$ cat config.mk
export PLATFORM = sky130hd
export DESIGN_NAME = actuator_driver
export DESIGN_NICKNAME = d
export VERILOG_FILES = /design/src/rtl/actuator_driver.sv
export SDC_FILE = /design/constraint.sdc
export NUM_CORES = 1
export LEC_CHECK = 0
export ABC_AREA = 0
export CAP_MARGIN = 0
export CORE_ASPECT_RATIO = 0.75
export CORE_UTILIZATION = 50
export DETAILED_ROUTE_END_ITERATION = 8
export GPL_ROUTABILITY_DRIVEN = 0
export PLACE_DENSITY = 0.7
export REMOVE_ABC_BUFFERS = 1
export SKIP_LAST_GASP = 1
export SLEW_MARGIN = 20
export SYNTH_ARGS = -nofsm -noshare
export SYNTH_HDL_FRONTEND = slang
export SYNTH_SLANG_ARGS = --single-unit
$ cat constraint.sdc
create_clock -name clk -period 3 [get_ports clk]
set_input_delay 0.3 -clock clk [delete_from_list [all_inputs] [get_ports clk]]
set_output_delay 0.3 -clock clk [all_outputs]
set_load 0.01 [all_outputs]
$ cat src/rtl/actuator_driver.sv
// actuator_driver: timed door/buzzer/climate drive from one-hot commands; climate watchdog built only with ACTUATOR_WATCHDOG_EN
module actuator_driver #(
   parameter int CNT_W      = 8,
   parameter int DOOR_HOLD  = 8,
   parameter int BUZZ_HALF  = 4,
   parameter int MIN_ON     = 16,
   parameter int DEAD_TIME  = 4,
   parameter int WDOG_LIMIT = 200
) (
   input  logic       clk,
   input  logic       reset,
   input  logic       front_door,
   input  logic       rear_door,
   input  logic       alarm_buzzer,
   input  logic       window_buzzer,
   input  logic       heater,
   input  logic       cooler,
   output logic       front_unlock,
   output logic       rear_unlock,
   output logic       alarm_drive,
   output logic       window_drive,
   output logic       heater_on,
   output logic       cooler_on,
   output logic [1:0] climate_state,
   output logic       cmd_error,
   output logic       wdog_trip
);
   localparam logic [1:0] IDLE = 2'b00;
   localparam logic [1:0] HEAT = 2'b01;
   localparam logic [1:0] COOL = 2'b10;
   localparam logic [1:0] DEAD = 2'b11;
   localparam logic [CNT_W-1:0] ONE     = CNT_W'(1);
   localparam logic [CNT_W-1:0] DOOR_LD = CNT_W'(DOOR_HOLD);
   localparam logic [CNT_W-1:0] HALF_LD = CNT_W'(BUZZ_HALF - 1);
   // On/dead timers are loaded one short: the transition fires on the edge after they hit zero
   localparam logic [CNT_W-1:0] ON_LD   = CNT_W'(MIN_ON - 1);
   localparam logic [CNT_W-1:0] DT_LD   = CNT_W'(DEAD_TIME - 1);

   logic [5:0] cmd_raw, cmd;
   logic       multi;
   logic [1:0][CNT_W-1:0] hold_q, hold_d, phase_q, phase_d;
   logic [1:0] unlock_q, unlock_d, drive_q, drive_d, act_q, act_d;
   logic [1:0] state_q, state_d;
   logic [CNT_W-1:0] ctmr_q, ctmr_d;
   logic heat_q, cool_q, err_q, trip_q, wd_hit, req;

   // Any two or more simultaneous commands void the whole command word for this cycle
   assign cmd_raw = {cooler, heater, window_buzzer, alarm_buzzer, rear_door, front_door};
   assign multi   = (cmd_raw & (cmd_raw - 6'd1)) != 6'd0;
   assign cmd     = multi ? 6'd0 : cmd_raw;
   assign req     = (state_q == HEAT) ? cmd[4] : cmd[5];

`ifdef ACTUATOR_WATCHDOG_EN
   localparam logic [CNT_W-1:0] WD_LD = CNT_W'(WDOG_LIMIT - 1);
   logic [CNT_W-1:0] res_q;
   logic             in_run;
   assign in_run = (state_q == HEAT) || (state_q == COOL);
   assign wd_hit = in_run && (res_q == WD_LD);
   // Residency counter for HEAT/COOL; the trip flag latches until reset
   always_ff @(posedge clk) begin
      if (reset) begin
         res_q  <= '0;
         trip_q <= 1'b0;
      end else begin
         res_q  <= (in_run && !wd_hit) ? res_q + ONE : '0;
         trip_q <= trip_q | wd_hit;
      end
   end
`else
   assign wd_hit = 1'b0;
   assign trip_q = 1'b0;
`endif

   // Door hold timers and buzzer tone generators, one instance per channel
   always_comb begin
      for (int i = 0; i < 2; i++) begin
         hold_d[i]   = cmd[i] ? DOOR_LD : (hold_q[i] != '0 ? hold_q[i] - ONE : '0);
         unlock_d[i] = cmd[i] || (hold_q[i] != '0);
         act_d[i]    = cmd[i+2];
         phase_d[i]  = !cmd[i+2] ? '0 : (!act_q[i] || phase_q[i] == '0) ? HALF_LD : phase_q[i] - ONE;
         drive_d[i]  = !cmd[i+2] ? 1'b0 : !act_q[i] ? 1'b1 : (phase_q[i] == '0) ? !drive_q[i] : drive_q[i];
      end
   end

   // Climate FSM: minimum on-time, dead-time between states, optional watchdog exit
   always_comb begin
      state_d = state_q;
      ctmr_d  = ctmr_q;
      if (state_q == IDLE) begin
         if (!trip_q && cmd[4]) begin
            state_d = HEAT;
            ctmr_d  = ON_LD;
         end else if (!trip_q && cmd[5]) begin
            state_d = COOL;
            ctmr_d  = ON_LD;
         end
      end else if (state_q == DEAD) begin
         if (ctmr_q == '0) state_d = IDLE;
         else ctmr_d = ctmr_q - ONE;
      end else if (wd_hit || (ctmr_q == '0 && !req)) begin
         state_d = DEAD;
         ctmr_d  = DT_LD;
      end else if (ctmr_q != '0) begin
         ctmr_d = ctmr_q - ONE;
      end
   end

   // All state and output registers; reset overrides everything
   always_ff @(posedge clk) begin
      if (reset) begin
         hold_q   <= '0;
         phase_q  <= '0;
         unlock_q <= '0;
         drive_q  <= '0;
         act_q    <= '0;
         state_q  <= IDLE;
         ctmr_q   <= '0;
         heat_q   <= 1'b0;
         cool_q   <= 1'b0;
         err_q    <= 1'b0;
      end else begin
         hold_q   <= hold_d;
         phase_q  <= phase_d;
         unlock_q <= unlock_d;
         drive_q  <= drive_d;
         act_q    <= act_d;
         state_q  <= state_d;
         ctmr_q   <= ctmr_d;
         heat_q   <= state_d == HEAT;
         cool_q   <= state_d == COOL;
         err_q    <= multi;
      end
   end

   assign front_unlock  = unlock_q[0];
   assign rear_unlock   = unlock_q[1];
   assign alarm_drive   = drive_q[0];
   assign window_drive  = drive_q[1];
   assign heater_on     = heat_q;
   assign cooler_on     = cool_q;
   assign climate_state = state_q;
   assign cmd_error     = err_q;
   assign wdog_trip     = trip_q;
endmodule

==> metrics, run 1 <==
class of the tightest hold or removal check=flop to flop; Final nets=326; number of unique standard cell types used by synthesis=47; proportion of synthesized flip-flops having asynchronous set or reset=0%; DIE AREA=~5300 um2; Leakage=about 1.2 nW; number of storage elements in the synthesis netlist=51; number of diodes added for antenna fixing=0; first-pass iteration count of the detailed router=4; number of pins exceeding their max-slew limit in the final report=0; leading cell types in the layout, fill and taps excluded=51 x dfxtp_1, 47 x nor2_1, 21 x inv_1, 21 x nand2_1, 17 x a21oi_1; fin crit period=roughly 2000 ps; # IOs=18; initial antenna violation count=0; Synthesis Warnings=0; routed wire length per instance=around 12 um; CP delay by family, top=buffers and inverters; Largest stage delay, worst path=about 770 ps; setup TNS after final layout=0 ps; placed wire-length estimate after detailed placement=around 3.4 mm; growth of design area from synthesis to finish=13.2%; count of hold buffers inserted by post-cts repair=0; H-Tree Level Count=2; Primary FF master, synth=dfxtp_1; critical path endpoint category=flop; root cell of the clock tree=clkbuf_8; post-synthesis cell count=roughly 290; CTS tree=done; Syn Area/Cell=8.73 um2; critical path cell sequence=clkdlybuf4s50_1 -> mux2_2 -> nand3_1 -> a21oi_2 -> nand2_2 -> o41ai_2; number of standard-cell rows in the floorplan=21; vias per cell=around 5.4; fraction of the core area covered by cells at the end of the flow=60.9%; routed via count=~1,900; fmax=between 0.4 and 0.5 GHz; Syn Std Cell Area=approximately 2500 um2; crit share post-route=between 60% and 70%; number of sinks on the clock net=between 50 and 60; maximum number of pins on one net before global-route repair=20; post-place instance area=approximately 2700 um2; ratio of cells with drive above 1 in the final layout=around 8.5%; drt total wl=around 4.5 mm; count of final hold-check violations=0; clock skew=between 6 and 7 ps; Worst IR Drop VDD=between 0.0005 and 0.0006 V; number of buffers on the longest clock path=2; most common cell after layout, fill and taps aside=dfxtp_1; Post-DRT Antenna Nets=0; clock insertion delay at the later pin of the skew report=roughly 300 ps; Post-synth EDFFs=0; global-route wire length before repair=~8.1 mm; # resized after CTS=0; grt ovf=0; starting density of the core=approximately 54%; Max transition margin=54.6%; worst endpoint required time=3220 ps; number of global-route vias before repair=~1,800; chip width=~83 um; total of max-cap violations=0; clock-pin slew on the worst setup and hold paths=~90 ps; drt initial violations=99; category of the most critical setup path=input pin to flop; Data arrival, critical path=2260 ps; post-CTS repair timing setup buffer count=0; slowest library cell on the worst path=clkdlybuf4s50_1; maximum net fanout on the critical path=13; endpoints failing setup=0; Worst Tran Pin Value=674 ps; number of buffers created by CTS=5; height of the die=~63 um; GRT Overall Usage=18.9%; Power per Cell Area=slightly above 900 nW/um2; CP bufs+invs=1; status=finished clean; number of buffers inserted by port buffering=16; proportion of synthesized chip area in sequential cells=around two fifths; setup repair after global routing missed its margin=no; finished layout cell area=2820 um2; area of the placeable core=between 4000 and 5000 um2; final routed DRC violation total=0; element type at the critical path start=input pin
worst register-to-register path, cell delays in order, from the launching register on:
cell     delay [ps]
dfxtp_1         500
inv_1           110
ha_1            200
mux2_2          230
nand3_1         180
a21oi_2         330
nand2_2         140
o41ai_2         270
sequential cells by signal, indices dropped and copies added (netlist names):
signal	cells
climate_state	2
cooler_on	1
unlock_q	2
hold_q	16
act_q	2
ctmr_q	8
cmd_error	1
phase_q	16
drive_q	2
heater_on	1
final timing paths:
check                        start   endpoint  slack [ps]  cells after the start
setup / recovery            cooler  ctmr_q[6]         960                      6
hold / removal           hold_q[0]  hold_q[0]         460                      1
hold reg to reg          hold_q[0]  hold_q[0]         460                      1
setup reg to reg  climate_state[1]  ctmr_q[6]         970                      7
area by class of cell:
| cell class | count | area (um2) |
|---|---|---|
| Clock buffer | 5 | 68.8 |
| Clock inverter | 3 | 43.8 |
| Fill cell | 394 | 1810 |
| Inverter | 21 | 78.8 |
| Multi-Input combinational cell | 208 | 1370 |
| Sequential cell | 51 | 1020 |
| Tap cell | 57 | 71.3 |
| Timing Repair Buffer | 17 | 168 |
synth_stat cells (all sizes together), types with 2 or more instances:
cell    instances  area [um2]
dfxtp          51        1020
nor2           47         176
nand2          22        85.1
inv            21        78.8
a21oi          18        93.8
ha             14         175
xnor2          13         114
xor2           12         105
nor3           11        55.1
nor4            9        68.8
nand3           7        35.0
o21ai           7        42.5
a31oi           5        31.3
nand2b          5        31.3
nor3b           5        53.8
clkbuf          4        15.0
o32ai           3        26.3
or4             3        30.0
a21o            2        15.0
a22o            2        17.5
a32oi           2        17.5
and3            2        12.5
nand3b          2        15.0
o41ai           2        32.5
or3             2        12.5
where the power goes:
| part | switching [mW] | internal [mW] | total, mW |
|---|---|---|---|
| sequential | 0.128 | 0.823 | 0.951 |
| combinational | 0.626 | 0.522 | 1.15 |
| clock | 0.227 | 0.249 | 0.476 |
| total | 0.981 | 1.59 | 2.57 |
metal layers:
metal,vias to the layer above,part of all wire [%],track usage (%)
met3,4,3.9,4.59
met2,36,43,29.3
met4,0,0.89,5.72
met1,887,52,26.1
li1,1021,-,-
met5,-,0,0
per-stage QoR:
| stage | hold WS (ps) | power, mW | setup WS [ps] | std cells |
|---|---|---|---|---|
| after detailed placement | 445 | 2.11 | 689 | 354 |
| after CTS | 459 | 2.59 | 969 | 362 |
| after global placement | 427 | 2.09 | 748 | 354 |
| final | 456 | 2.57 | 964 | 362 |
| after global routing | 473 | 2.79 | 761 | 362 |
| after floorplan | 366 | 1.83 | 1130 | 280 |
kinds of logic (layout without fill, tap and decap cells):
kind of cell / Yosys count / after routing / synth area share, %
xor gates and xnor gates: 25 / 25 / 8.80
AOI/OAI and AO/OA: 49 / 49 / 14.4
muxes: 1 / 1 / 0.452
DFF: 51 / 51 / 41.0
other: 1 / 1 / 0.151
buffers and inverters: 26 / 46 / 4.07
and+or+nand+nor: 117 / 117 / 23.6
adders and majority gates: 15 / 15 / 7.44
(Power assumes the default switching activity.)
==> inputs of run 2 (changes only) <==
- PLACE_DENSITY: 0.7 -> 0.72
- clock period: 3 -> 1.75 ns (I/O delays scaled with it)
==> run 2 against run 1 <==
  * The flow now finishes with violations (negative setup slack)
  * Non-clock buffer count is 41 higher
  * Power is 110% higher
  * Final cell count is 11% higher
  * Die area stayed put
  * Sequential share of layout area is 5.0 points lower
  * Via count is 12% higher
  * Clock skew is 3.5 ps higher
  * Highest routed layer unchanged
==> metrics, run 2 (same netlist as run 1, synthesis figures left out) <==
routed via count=2,181 (was 1,948); Cells after DPL=386 (was 354); logic depth of the worst register-to-register path=8 (was 7); number of pins exceeding their max-slew limit in the final report=0 (unchanged); chip width=83.5 um (unchanged); leading registers by flop count=hold_q x16, phase_q x16, ctmr_q x8 (unchanged); root cell of the clock tree=clkbuf_8 (unchanged); power dissipated by switching net loads=2.05 mW (was 0.981 mW); Worst IR Drop VDD=0.00107 V (was 0.000531 V); worst r2r dst=ctmr_q[4] (was ctmr_q[6]); share of total power in the clock network=14.9% (was 18.5%); vias per cell=5.43 (was 5.38); end point of the worst hold path=act_q[0] (was hold_q[0]); total of max-cap violations=0 (unchanged); number of buffers created by CTS=5 (unchanged); clock insertion delay at the later pin of the skew report=300 ps (about the same); clock-pin slew on the worst setup and hold paths=90 ps (about the same); element type at the critical path start=flop (was input pin); Final nets=367 (was 326); initial antenna violation count=0 (unchanged); area of the placeable core=4620 um2 (unchanged); worst-case hold slack=418 ps (was 456 ps); endpoints failing setup=9 (was 0); number of diodes added for antenna fixing=0 (unchanged); failing checks=negative setup slack; met2 routed wirelength=2.51 mm (was 1.91 mm); Power per Cell Area=1610 nW/um2 (was 914 nW/um2); number of buffers on the longest clock path=2 (unchanged); most common cell after layout, fill and taps aside=nor2_1 (was dfxtp_1); Sw Share=38.6% (was 38.1%); clock skew=9.67 ps (was 6.21 ps); crit share post-route=104%; count of hold buffers inserted by post-cts repair=0 (unchanged); routed wire length per instance=13.6 um (was 12.4 um); # IOs=18 (unchanged); fin crit period=~1800 ps; maximum number of pins on one net before global-route repair=20 (unchanged); category of the most critical setup path=flop to flop (was input pin to flop); placed wire-length estimate after detailed placement=3.82 mm (was 3.38 mm); final worst-path setup slack=-78.1 ps (was 964 ps); Largest stage delay, worst path=340 ps (was 770 ps); first-pass iteration count of the detailed router=4 (unchanged); ratio of cells with drive above 1 in the final layout=26.1% (was 8.52%); grt ovf=0 (unchanged); number of cells on the worst hold path=4 (was 1); fmax=0.547 GHz; number of global-route vias before repair=2,131 (was 1,834); count of final hold-check violations=0 (unchanged); worst endpoint required time=1960 ps (was 3220 ps); total routed wire length on the met1 layer=2.60 mm (was 2.35 mm); leading cell types in the layout, fill and taps excluded=46 x nor2_1, 45 x dfxtp_1, 41 x buf_4 (was 51 x dfxtp_1, 47 x nor2_1, 21 x inv_1, 21 x nand2_1, 17 x a21oi_1); worst reg2reg path startpoint=climate_state[1] (unchanged); Post-DRT Antenna Nets=0 (unchanged); class of the tightest hold or removal check=input pin to flop (was flop to flop); slowest library cell on the worst path=dfxtp_2 (was clkdlybuf4s50_1); Crit. path cell count=8 (was 6); highest metal layer with signal wires=met4 (unchanged); number of buffers inserted by port buffering=16 (unchanged); portion of total power attributed to combinational logic=55.1% (was 44.6%); reg-to-reg setup timing slack=-80 ps (was 970 ps); post-place instance area=2950 um2 (was 2710 um2); maximum net fanout on the critical path=4 (was 13); number of standard-cell rows in the floorplan=21 (unchanged); H-Tree Level Count=2 (unchanged); critical path cell sequence=inv_1 -> ha_1 -> mux2_4 -> nand3_2 -> a21oi_4 -> buf_4 -> a21oi_2 -> o32ai_1 (was clkdlybuf4s50_1 -> mux2_2 -> nand3_1 -> a21oi_2 -> nand2_2 -> o41ai_2); fraction of the core area covered by cells at the end of the flow=71.2% (was 60.9%); starting density of the core=53.8% (unchanged); setup repair after global routing missed its margin=yes (was no); Internal=3.26 mW (was 1.59 mW); drt initial violations=115 (was 99); post-place setup slack=-399 ps (was 689 ps); CP delay by family, top=compound AO/OA/AOI/OAI gates (was buffers and inverters); Final Power=5.31 mW (was 2.57 mW); drt total wl=5.46 mm (was 4.47 mm); global-route wire length before repair=9.42 mm (was 8.09 mm); detailed-routed wire length on met3=243 um (was 175 um); count of non-filler cells in the finished layout=402 (was 362); finished layout cell area=3290 um2 (was 2820 um2); critical path endpoint category=flop (unchanged); DIE AREA=5270 um2 (unchanged); Data arrival, critical path=2030 ps (was 2260 ps); height of the die=63.1 um (unchanged); status=finished, violations left (was finished clean); final routed DRC violation total=0 (unchanged); HP Start=alarm_buzzer (was hold_q[0]); growth of design area from synthesis to finish=32.2% (was 13.2%); Leakage=1.46 nW (was 1.23 nW); number of sinks on the clock net=51 (unchanged); GRT Overall Usage=22.0% (was 18.9%); CP bufs+invs=2 (was 1); CTS tree=done (unchanged); setup TNS after final layout=-458 ps (was 0 ps); sequential cell fraction of total power=30.0% (was 36.9%)
-- run 2: cell types whose count changed in the layout (fill, tap and decap cells not counted), moves of 3 or more --
cell,delta
dfxtp_2,+6
buf_4,+40
a21oi_1,-4
clkdlybuf4s50_1,-3
dfxtp_1,-6
-- run 2: worst reg2reg max path, delay by kind of cell, from the launching register on --
kind            cells  cell delay, ps
compound gates      3             590
fa+ha+maj           1             210
buf+inv             2             200
flops               1             340
mux                 1             250
simple gates        1             140
-- run 2: how the worst max path moves through the flow --
| stage | from | endpoint | slack [ps] |
|---|---|---|---|
| finish | climate_state[1] | ctmr_q[4] | -80 |
| CTS | alarm_buzzer | ctmr_q[6] | -30 |
| floorplan | climate_state[1] | ctmr_q[6] | -120 |
| global route | climate_state[1] | ctmr_q[4] | -180 |
| detailed placement | front_door | ctmr_q[1] | -400 |
| global placement | front_door | ctmr_q[6] | -270 |
-- run 2: cell type report --
type,count,area (um2)
well taps,57,71.3
clock inverters,2,37.5
flip-flops and latches,51,1030
clock buffers,5,68.8
fillers,352,1330
multi-input cells,208,1530
repair buffers,58,479
inverters,21,78.8
-- run 2: routing by layer --
metal / up-vias / GRT usage, %
li1: 1101 / -
met1: 1019 / 28.7
met2: 49 / 36.3
met3: 12 / 4.85
met4: 0 / 7.84
met5: - / 0
-- run 2: power by group through the flow --
stage          logic (mW)  clock network [mW]  registers (mW)
2_1_floorplan        1.50                   0            1.64
3_3_place_gp         2.27                   0            1.61
3_5_place_dp         2.33                   0            1.61
4_1_cts              2.61               0.816            1.60
5_1_grt              3.18               0.866            1.63
6_report             2.93               0.791            1.59
-- run 2: timing repair --
action                                  CTS  global route
buffers inserted                          4             5
pin swaps                                13            11
endpoints found under the setup margin   10            26
gates resized for setup                  26            12
==> inputs of run 3 (changes only) <==
- CORE_MARGIN: default -> 2
- MAX_ROUTING_LAYER: default -> met4
==> run 3 against run 2 <==
  * Critical path depth fell by 1
  * Flip-flop and latch count did not move
  * The flow still finishes with violations (negative setup slack)
  * Count of clock-buffer cells in the layout increased by 2
  * First-iteration DRC count is 5.2% lower
  * Highest routed layer unchanged
==> metrics, run 3 (same netlist as run 1, synthesis figures left out) <==
total of max-cap violations=0 (unchanged); growth of design area from synthesis to finish=31.4% (was 32.2%); highest metal layer with signal wires=met4 (unchanged); maximum net fanout on the critical path=5 (was 4); number of sinks on the clock net=51 (unchanged); most common cell after layout, fill and taps aside=dfxtp_1 (was nor2_1); crit share post-route=103% (was 104%); critical path cell sequence=clkdlybuf4s50_1 -> nor4_4 -> buf_4 -> a41oi_4 -> o21ai_2 -> a21oi_1 -> o32ai_1 (was inv_1 -> ha_1 -> mux2_4 -> nand3_2 -> a21oi_4 -> buf_4 -> a21oi_2 -> o32ai_1); Filler Cell Count=407 (was 352); Leakage=1.46 nW (about the same); routed via count=2,192 (was 2,181); status=finished, violations left (unchanged); Power per Cell Area=1560 nW/um2 (was 1610 nW/um2); number of diodes added for antenna fixing=0 (unchanged); number of pins exceeding their max-slew limit in the final report=0 (unchanged); H-Tree Level Count=2 (unchanged); Final Power=5.09 mW (was 5.31 mW); slowest library cell on the worst path=clkdlybuf4s50_1 (was dfxtp_2); drt total wl=5.57 mm (was 5.46 mm); final routed DRC violation total=0 (unchanged); element type at the critical path start=input pin (was flop); endpoints failing setup=8 (was 9); height of the die=65.1 um (was 63.1 um); drt initial violations=109 (was 115); DIE AREA=5560 um2 (was 5270 um2); CP delay by family, top=compound AO/OA/AOI/OAI gates (unchanged); chip width=85.5 um (was 83.5 um); fmax=0.553 GHz (was 0.547 GHz); GRT Overall Usage=20.7% (was 22.0%); power dissipated by switching net loads=1.97 mW (was 2.05 mW); leading cell types in the layout, fill and taps excluded=50 x dfxtp_1, 46 x nor2_1, 43 x buf_4 (was 46 x nor2_1, 45 x dfxtp_1, 41 x buf_4); final worst-path setup slack=-59.3 ps (was -78.1 ps); vias per cell=5.37 (was 5.43); first-pass iteration count of the detailed router=4 (unchanged); grt ovf=0 (unchanged); number of global-route vias before repair=2,115 (was 2,131); ratio of cells with drive above 1 in the final layout=25.0% (was 26.1%); Sw Share=38.7% (was 38.6%); Worst Tran Pin Value=around 560 ps; Internal=3.12 mW (was 3.26 mW); maximum number of pins on one net before global-route repair=20 (unchanged); setup repair after global routing missed its margin=yes (unchanged); clock skew=5.15 ps (was 9.67 ps); CTS tree=done (unchanged); Worst IR Drop VDD=0.000928 V (was 0.00107 V); Data arrival, critical path=2000 ps (was 2030 ps); class of the tightest hold or removal check=input pin to flop (unchanged); # IOs=18 (unchanged); routed wire length per instance=13.7 um (was 13.6 um); total routed wire length on the met1 layer=2.62 mm (was 2.60 mm); Max transition margin=a little over three fifths; number of buffers inserted by port buffering=16 (unchanged); setup TNS after final layout=-303 ps (was -458 ps); sequential cell fraction of total power=31.1% (was 30.0%); starting density of the core=51.4% (was 53.8%); number of standard-cell rows in the floorplan=22 (was 21); placed wire-length estimate after detailed placement=3.72 mm (was 3.82 mm); clock insertion delay at the later pin of the skew report=300 ps (about the same); Largest stage delay, worst path=500 ps (was 340 ps); failing checks=negative setup slack (unchanged); met2 routed wirelength=2.57 mm (was 2.51 mm); area of the placeable core=4840 um2 (was 4620 um2); number of buffers created by CTS=5 (unchanged); count of hold buffers inserted by post-cts repair=0 (unchanged); share of total power in the clock network=14.4% (was 14.9%); detailed-routed wire length on met3=293 um (was 243 um); count of final hold-check violations=0 (unchanged); portion of total power attributed to combinational logic=54.5% (was 55.1%); fin crit period=1810 ps (was 1830 ps); leading registers by flop count=hold_q x16, phase_q x16, ctmr_q x8 (unchanged); Final nets=369 (was 367); worst endpoint required time=1940 ps (was 1960 ps); clock-pin slew on the worst setup and hold paths=90 ps (about the same); root cell of the clock tree=clkbuf_8 (unchanged); CP bufs+invs=2 (unchanged); Post-DRT Antenna Nets=0 (unchanged); category of the most critical setup path=input pin to flop (was flop to flop); critical path endpoint category=flop (unchanged); number of buffers on the longest clock path=2 (unchanged); initial antenna violation count=0 (unchanged); global-route wire length before repair=9.06 mm (was 9.42 mm)
[run 3: final cells by class]
type / count / area [um2] / area share (%)
clock buffers: 7 / 96.3 / 2.95
clock inverters: 1 / 7.51 / 0.230
inverters: 21 / 78.8 / 2.41
multi-input cells: 209 / 1500 / 45.9
flip-flops and latches: 51 / 1020 / 31.3
well taps: 60 / 75.1 / 2.30
repair buffers: 59 / 488 / 14.9
[run 3: per-stage QoR]
| step | instance area [um2] | instances | hold WS (ps) | setup slack [ps] | util [%] |
|---|---|---|---|---|---|
| 2_1_floorplan | 2470 | 280 | 241 | -124 | - |
| 3_3_place_gp | 2980 | 393 | 422 | -254 | 61.5 |
| 3_5_place_dp | 2980 | 393 | 434 | -345 | 61.5 |
| 4_1_cts | 3170 | 405 | 445 | -47.8 | 65.5 |
| 5_1_grt | 3270 | 408 | 399 | -140 | 67.5 |
| 6_report | 3270 | 408 | 369 | -59.3 | 67.5 |
[run 3: power by group through the flow]
| stage | clock, mW | sequential (mW) | combinational (mW) |
|---|---|---|---|
| final | 0.734 | 1.58 | 2.78 |
| after global routing | 0.801 | 1.61 | 3.03 |
| after CTS | 0.749 | 1.58 | 2.58 |
| after detailed placement | 0 | 1.61 | 2.35 |
| after global placement | 0 | 1.60 | 2.30 |
| after floorplan | 0 | 1.64 | 1.50 |
[run 3: path summary, 6_finish.rpt]
kind / depth (start not counted) / slack, ps / startpoint / to
setup / recovery: 7 / -60 / window_buzzer / ctmr_q[4]
hold / removal: 3 / 370 / rear_door / unlock_q[1]
setup reg to reg: 6 / -50 / ctmr_q[2] / ctmr_q[5]
hold reg to reg: 1 / 450 / hold_q[0] / hold_q[0]
[run 3: layer usage]
metal  vias up  global-route usage [%]
met4         0                    8.53
met3        11                    5.03
met5         -                       -
met2        63                    32.3
li1       1112                       -
met1      1006                    26.1
[run 3: worst reg2reg max path, cell delays in order, from the launching register on]
cell     delay (ps)
dfxtp_4         360
or4_4           540
nor3b_4         280
a21oi_2         130
buf_4           170
a21oi_2         120
o32ai_1          90
[run 3: repair_timing]
action,in CTS,in global routing
setup buffers,3,3
endpoints found under the setup margin,10,26
cloned,1,0
pin swaps,16,10
gates resized for setup,12,17
